$ cat src/rtl/aska_spi_cfg_seq.sv
// Power-on sequencer and SPI Mode 0 configuration master for the aska_dig test target.
// Holds porborn low after reset, then shifts accepted words out MSB-first with CS framing.
module aska_spi_cfg_seq #(
    parameter int FRAME_BITS = 16,
    parameter int CLK_DIV    = 12,
    parameter int CS_GAP     = 25,
    parameter int POR_CYCLES = 250
) (
    input  logic                  clk_25mhz,
    input  logic                  resetn,
    input  logic                  cfg_valid,
    input  logic [FRAME_BITS-1:0] cfg_word,
    output logic                  cfg_ready,
    input  logic                  abort,
    output logic                  porborn,
    output logic                  spi_cs,
    output logic                  spi_clk,
    output logic                  spi_mosi,
    output logic                  busy,
    output logic [7:0]            frames_sent
);

    localparam int MAX_A   = (POR_CYCLES > CLK_DIV) ? POR_CYCLES : CLK_DIV;
    localparam int MAX_CNT = (MAX_A > CS_GAP) ? MAX_A : CS_GAP;
    localparam int CNT_W   = (MAX_CNT > 1) ? $clog2(MAX_CNT) : 1;
    localparam int HALF_W  = $clog2(2 * FRAME_BITS + 1);

    localparam logic [CNT_W-1:0]  POR_LAST  = CNT_W'(POR_CYCLES - 1);
    localparam logic [CNT_W-1:0]  DIV_LAST  = CNT_W'(CLK_DIV - 1);
    localparam logic [CNT_W-1:0]  GAP_LAST  = CNT_W'((CS_GAP > 0) ? CS_GAP - 1 : 0);
    localparam logic [HALF_W-1:0] HALF_END  = HALF_W'(2 * FRAME_BITS);
    localparam logic [HALF_W-1:0] LAST_FALL = HALF_W'(2 * FRAME_BITS - 1);

    typedef enum logic [1:0] {POR, IDLE, SHIFT, GAP} state_t;

    state_t                  state, state_d;
    logic [CNT_W-1:0]        cnt, cnt_d;
    logic [HALF_W-1:0]       half, half_d;
    logic [FRAME_BITS-1:0]   sreg, sreg_d;
    logic                    porborn_d, cs_d, clk_d, mosi_d, ready_d, busy_d;
    logic [7:0]              frames_d;

    always_ff @(posedge clk_25mhz or negedge resetn) begin
        if (!resetn) begin
            state       <= POR;
            cnt         <= '0;
            half        <= '0;
            sreg        <= '0;
            porborn     <= 1'b0;
            spi_cs      <= 1'b1;
            spi_clk     <= 1'b0;
            spi_mosi    <= 1'b0;
            cfg_ready   <= 1'b0;
            busy        <= 1'b1;
            frames_sent <= 8'd0;
        end else begin
            state       <= state_d;
            cnt         <= cnt_d;
            half        <= half_d;
            sreg        <= sreg_d;
            porborn     <= porborn_d;
            spi_cs      <= cs_d;
            spi_clk     <= clk_d;
            spi_mosi    <= mosi_d;
            cfg_ready   <= ready_d;
            busy        <= busy_d;
            frames_sent <= frames_d;
        end
    end

    always_comb begin
        state_d   = state;
        cnt_d     = cnt;
        half_d    = half;
        sreg_d    = sreg;
        porborn_d = porborn;
        cs_d      = spi_cs;
        clk_d     = spi_clk;
        mosi_d    = spi_mosi;
        frames_d  = frames_sent;

        case (state)
            POR: begin
                if (cnt == POR_LAST) begin
                    porborn_d = 1'b1;
                    state_d   = IDLE;
                    cnt_d     = '0;
                end else begin
                    cnt_d = cnt + 1'b1;
                end
            end
            IDLE: begin
                if (cfg_valid && cfg_ready) begin
                    sreg_d  = cfg_word;
                    state_d = SHIFT;
                    cnt_d   = '0;
                    half_d  = '0;
                end
            end
            SHIFT: begin
                if (abort) begin
                    cs_d    = 1'b1;
                    clk_d   = 1'b0;
                    mosi_d  = 1'b0;
                    state_d = GAP;
                    cnt_d   = '0;
                end else if (spi_cs) begin
                    // First SHIFT cycle: CS falls and the MSB is presented together.
                    cs_d   = 1'b0;
                    mosi_d = sreg[FRAME_BITS-1];
                    cnt_d  = '0;
                end else if (cnt == DIV_LAST) begin
                    cnt_d  = '0;
                    half_d = half + 1'b1;
                    if (half == HALF_END) begin
                        cs_d     = 1'b1;
                        mosi_d   = 1'b0;
                        frames_d = frames_sent + 8'd1;
                        state_d  = GAP;
                    end else if (!half[0]) begin
                        clk_d = 1'b1;
                    end else begin
                        clk_d = 1'b0;
                        // The final bit stays on MOSI until CS rises.
                        if (half != LAST_FALL) begin
                            sreg_d = sreg << 1;
                            mosi_d = sreg_d[FRAME_BITS-1];
                        end
                    end
                end else begin
                    cnt_d = cnt + 1'b1;
                end
            end
            GAP: begin
                if (cnt == GAP_LAST) begin
                    state_d = IDLE;
                    cnt_d   = '0;
                end else begin
                    cnt_d = cnt + 1'b1;
                end
            end
            default: state_d = POR;
        endcase

        ready_d = (state_d == IDLE);
        busy_d  = (state_d != IDLE);
    end

endmodule

$ cat config.mk
export PLATFORM = sky130hd
export DESIGN_NAME = aska_spi_cfg_seq
export DESIGN_NICKNAME = d
export VERILOG_FILES = /design/src/rtl/aska_spi_cfg_seq.sv
export SDC_FILE = /design/constraint.sdc
export NUM_CORES = 1
export LEC_CHECK = 0
export BUFFER_PORTS_ARGS = -buffer_cell sky130_fd_sc_hd__buf_2
export CAP_MARGIN = 20
export CORE_UTILIZATION = 43
export CTS_CLUSTER_DIAMETER = 40
export DETAILED_ROUTE_END_ITERATION = 12
export PLACE_DENSITY = 0.63
export SYNTH_ARGS = -nofsm -noshare
export SYNTH_HDL_FRONTEND = slang
export SYNTH_SLANG_ARGS = --single-unit
$ cat constraint.sdc
create_clock -name clk_25mhz -period 4.87 [get_ports clk_25mhz]
set_clock_uncertainty 0.15 [all_clocks]
set_input_delay 0.974 -clock clk_25mhz [delete_from_list [all_inputs] [get_ports clk_25mhz]]
set_output_delay 0.974 -clock clk_25mhz [all_outputs]
set_load 0.005 [all_outputs]
After elaboration in Yosys (flattened, before gate mapping)
Cells that the tools add are included.
- flip-flop bits (word level): 46
- output and inout port bits: 14
- word-level logic and storage cells: 91
- $add $sub $neg: 3
- equality and inequality tests: 19
- multiplexer cells: 43
- bitwise operators: 2
- reductions and logical operators: 13
- operator list (operator ; count):
    16-bit two-way mux ; 7
    8-bit two-way mux ; 6
    16-bit one-hot mux with 2 select lines ; 1
    8-bit one-hot mux with 4 select lines ; 1
    6-bit two-way mux ; 4
    2-bit != test (second input constant) ; 9
    8-bit by 1-bit adder with 8-bit output (second input constant) ; 2
    1-bit two-way mux ; 15
    2-bit two-way mux ; 7
    6-bit one-hot mux with 2 select lines ; 1
    5-bit AND reduction ; 2
    8-bit by 4-bit equality test with 1-bit output (second input constant) ; 1
    8-bit by 5-bit equality test with 1-bit output (second input constant) ; 1
    8-bit equality test (second input constant) ; 1
    2-bit one-hot mux with 4 select lines ; 1
    4-bit AND reduction ; 2
    8-bit AND reduction ; 1
    4-bit nonzero test ; 2
    6-bit by 1-bit adder with 6-bit output (second input constant) ; 1
    6-bit equality test (second input constant) ; 1
    6-bit by 5-bit != test with 1-bit output (second input constant) ; 1
    2-bit by 1-bit equality test with 1-bit output (second input constant) ; 2
    2-bit equality test (second input constant) ; 2
    2-bit nonzero test ; 2
    6 further kinds ; 7

Longest topological paths before layout
- depth in word-level cells: 8
- mapped depth: 8
- gate-level depth less buffers: 7

Least setup slack after synthesis
OpenSTA, ideal clock, no wires.
- path type: input to register
- start: in cfg_valid
- end: reg sreg[10]
- library setup time: 0.123 ns
- arrival: 2.131 ns
- data required time: 4.597 ns
- setup slack: 2.466 ns
- stages on the path: 5
- path buffers: 2
- path through: and4b_1 -> clkbuf_1 -> clkdlybuf4s15_1 -> or2b_2 -> o221a_1
- word-level cells in the longest chain between the ends: 3
- ends and longest elaborated chain (item ; RTL line ; text):
    from (decl) ; 11 ; input logic cfg_valid,
    1-bit logical AND ; 93 ; if (cfg_valid && cfg_ready) begin
    2-bit != test (no line) ; -- ;
    8-bit AND reduction (no line) ; -- ;
    to (signal assigned) ; 60 ; sreg <= sreg_d;
    to (decl) ; 39 ; logic [FRAME_BITS-1:0] sreg, sreg_d;
Every way passes these cells.
A chain may end at the register's enable or synchronous reset.

Worst setup path in the final report
- start: reg cnt[2]
- end: reg sreg[4]
- word-level cells in the longest chain between the ends: 3
- ends and longest elaborated chain (item ; RTL line ; text):
    from (decl) ; 37 ; logic [CNT_W-1:0] cnt, cnt_d;
    from (signal assigned) ; 58 ; cnt <= cnt_d;
    8-bit by 4-bit equality test with 1-bit output ; 112 ; end else if (cnt == DIV_LAST) begin
    2-bit != test (no line) ; -- ;
    8-bit AND reduction (no line) ; -- ;
Every way passes these cells.

==> out/qor.txt <==
layout cells sized above 1 = 28.1%
Final Hold Viols = 0
Hold Crit Class = reg2reg
die area = 0.00590 mm2
RSZ-0062 raised after global routing = no
total CTS buffers = 5
# hold bufs at CTS = 0
P per Cell Area = 251 mW/mm2
CTS tree = done
Setup-failing EPs final = 0
Syn Inst Count = 220
ys async rst share = 100%
root buf cell = clkbuf_8
final setup TNS = 0 ps
Peak Freq = 403 MHz
Post-CTS Resized = 0
post-route design area = 0.00274 mm2
Synth Area in Compound Gates = 18.3%
Pwr Total = 0.689 mW
critical path launch point = cnt[2]
most common cell after layout, fill and taps aside = dfrtp_1
Final #Nets = 281
kind of critical path = reg2reg
mux cell area share after synthesis = 1.35%
Slowest cell on crit path = or4_4
delay-heaviest family, CP = simple AND/OR/NAND/NOR gates
fin util = 52.3%
I/O pins = 34
stages on the worst setup path = 5
Slew HR = 40.5%
Setup crit end = sreg[4]
synthesis-to-finish area growth = 13.9%
Die Height = 76.8 um
CP startpoint kind = flop
EDFF count, synth = 0
clock buffer depth = 2
xor/xnor share of the synthesized area = 3.64%
reg-to-reg startpoint = cnt[2]
drc violations = 0
vias in the first global route = 1684
most frequent cells in the layout = dfrtp_1 (44), buf_2 (33), nand2_1 (15)
Synth area leader = dfrtp_1
CP Capture Type = flop
P_leak = 1.19 nW
top_reg_cell synth = dfrtp_1
Req. time, crit path = 4910 ps
crit-path cells = or4_4, or2_4, nor4_4, nand2_2, o221a_1
Critical Path Max Stage Delay = 590 ps
Seq/Total Area, Yosys = 47.9%
initial antenna violation count = 0
CP bufs+invs = 0
Post-Synth Simple-Gate Area = 21.9%
CP Max Fanout = 14
largest net degree at the start of global routing = 47
Net Count, Synth = 246
Reg2Reg Capture Point = sreg[4]
post-CTS setup buffers = 0
global-route wire length before repair = 7.94 mm
Post-Synth Adder-Cell Area = 3.12%
Worst-Margin Slew = 886 ps
# port buffers = 33
gpl congestion = 0.828
CP arrival = 2520 ps
grt total ovfl = 0
Post-Syn Area = 0.00241 mm2
Synth cell types = 57
fillers = 467
Final min period = 2480 ps
DR vias/cell = 5.44
period utilization = 51.0%
std cell rows = 26
All-Layer GR Usage = 17.0%
# diodes = 0
largest cells by area after synthesis = dfrtp_1 (46%), o221a_1 (6.5%), or2b_2 (3.6%)
worst vdd ir = 0.000183 V
largest family of logic cells by synthesized area = simple AND/OR/NAND/NOR gates
DR WL/cell = 14.2 um
Final Max Tran Viols = 0
worst-skew pair later-pin latency = 310 ps
mean post-synth cell area = 10.9 um2
Core Area = 0.00524 mm2
DR pass1 iterations = 4
post-DP HPWL = 3.26 mm
CTS H-tree lvls = 2
Synth Warn # = 0
Reg2Reg Setup Slack = 2390 ps
flip-flop and latch count after synthesis = 46
status = finished clean
clock slew at reported path FFs = 100 ps
Max Cap Viol = 0
routed wire length = 4.62 mm
DRT iter0 DRCs = 111
Die Wd = 76.8 um
Vias = 1773
clk sinks = 46
Worst R2R Path Depth = 5
DP Area = 0.00261 mm2
initial core utilization = 46.0%
antenna violation net count after detailed routing = 0
top-area cell type share of the netlist area = 45.7%
routing by layer:
| layer | vias up | GRT usage [%] | part of all wire (%) |
|---|---|---|---|
| li1 | 877 | - | - |
| met1 | 864 | 23.3 | 50 |
| met2 | 27 | 26.3 | 46 |
| met3 | 5 | 3.33 | 3.0 |
| met4 | 0 | 6.92 | 1.3 |
| met5 | - | 0 | 0 |
worst min-delay path by stage:
stage                        start        endpoint  cells after the start
floorplan                  porborn         porborn                      1
global placement           porborn         porborn                      1
detailed placement         porborn         porborn                      1
CTS                 frames_sent[7]  frames_sent[7]                      1
global route        frames_sent[7]  frames_sent[7]                      1
finish              frames_sent[7]  frames_sent[7]                      1
cells by family (layout without fill, tap and decap cells):
logic type | count (synthesis) | after routing
simple gates | 83 | 83
flops | 46 | 46
mux | 3 | 3
fa+ha+maj | 6 | 6
compound gates | 56 | 56
xor+xnor | 10 | 10
buf+inv | 16 | 52
synth_stat cells (2+ instances only):
cell type  count
nand2_1       15
xor2_1         3
dfrtp_1       44
a22o_1         2
nor3_1         4
and3_1         2
o221a_1       14
or2b_2        10
mux2_2         2
inv_1         10
a21oi_1        7
o21ai_0       12
ha_1           6
a31oi_1        3
nand3_1        9
xnor2_1        7
or2_2          4
nor2_1        11
o21ai_1        5
dfstp_2        2
nand2b_1       5
nor3b_1        3
or3_1          2
nand2_2        2
nand4_1        3
and4_1         2
power by group:
group	internal, mW	leakage [nW]	switching (mW)
Sequential	0.382	0.600	0
Combinational	0.00752	0.544	0.0104
Clock	0.153	0.0504	0.136
Total	0.542	1.19	0.147
worst reg2reg max path: cells and delay by family, from the launching register on:
family           cells  cell delay [ps]
flip-flops           1              450
AO/OA/AOI/OAI        1              300
AND/OR/NAND/NOR      4             1480
registers in the layout (all words and copies together), names as in the netlist:
signal,flops
busy,1
cfg_ready,1
cnt,8
frames_sent,8
half,6
porborn,1
spi_clk,1
spi_cs,1
spi_mosi,1
sreg,16
state,2
through the flow:
stage | instances | hold slack, ps | setup WS (ps)
2_1_floorplan | 220 | 315 | 2470
3_3_place_gp | 317 | 305 | 2140
3_5_place_dp | 317 | 306 | 2100
4_1_cts | 325 | 326 | 2380
5_1_grt | 326 | 337 | 2250
6_report | 326 | 319 | 2390
area by class of cell:
type,count,area [um2],share of cell area [%]
inverter,10,37.5,1.37
multi-input combinational,158,1160,42.4
tap,70,87.6,3.19
clock inverter,3,45.0,1.64
clock buffer,5,68.8,2.51
sequential,46,1150,42.1
timing repair buffer,34,185,6.75
No activity file was read; power rests on OpenSTA's default activity.
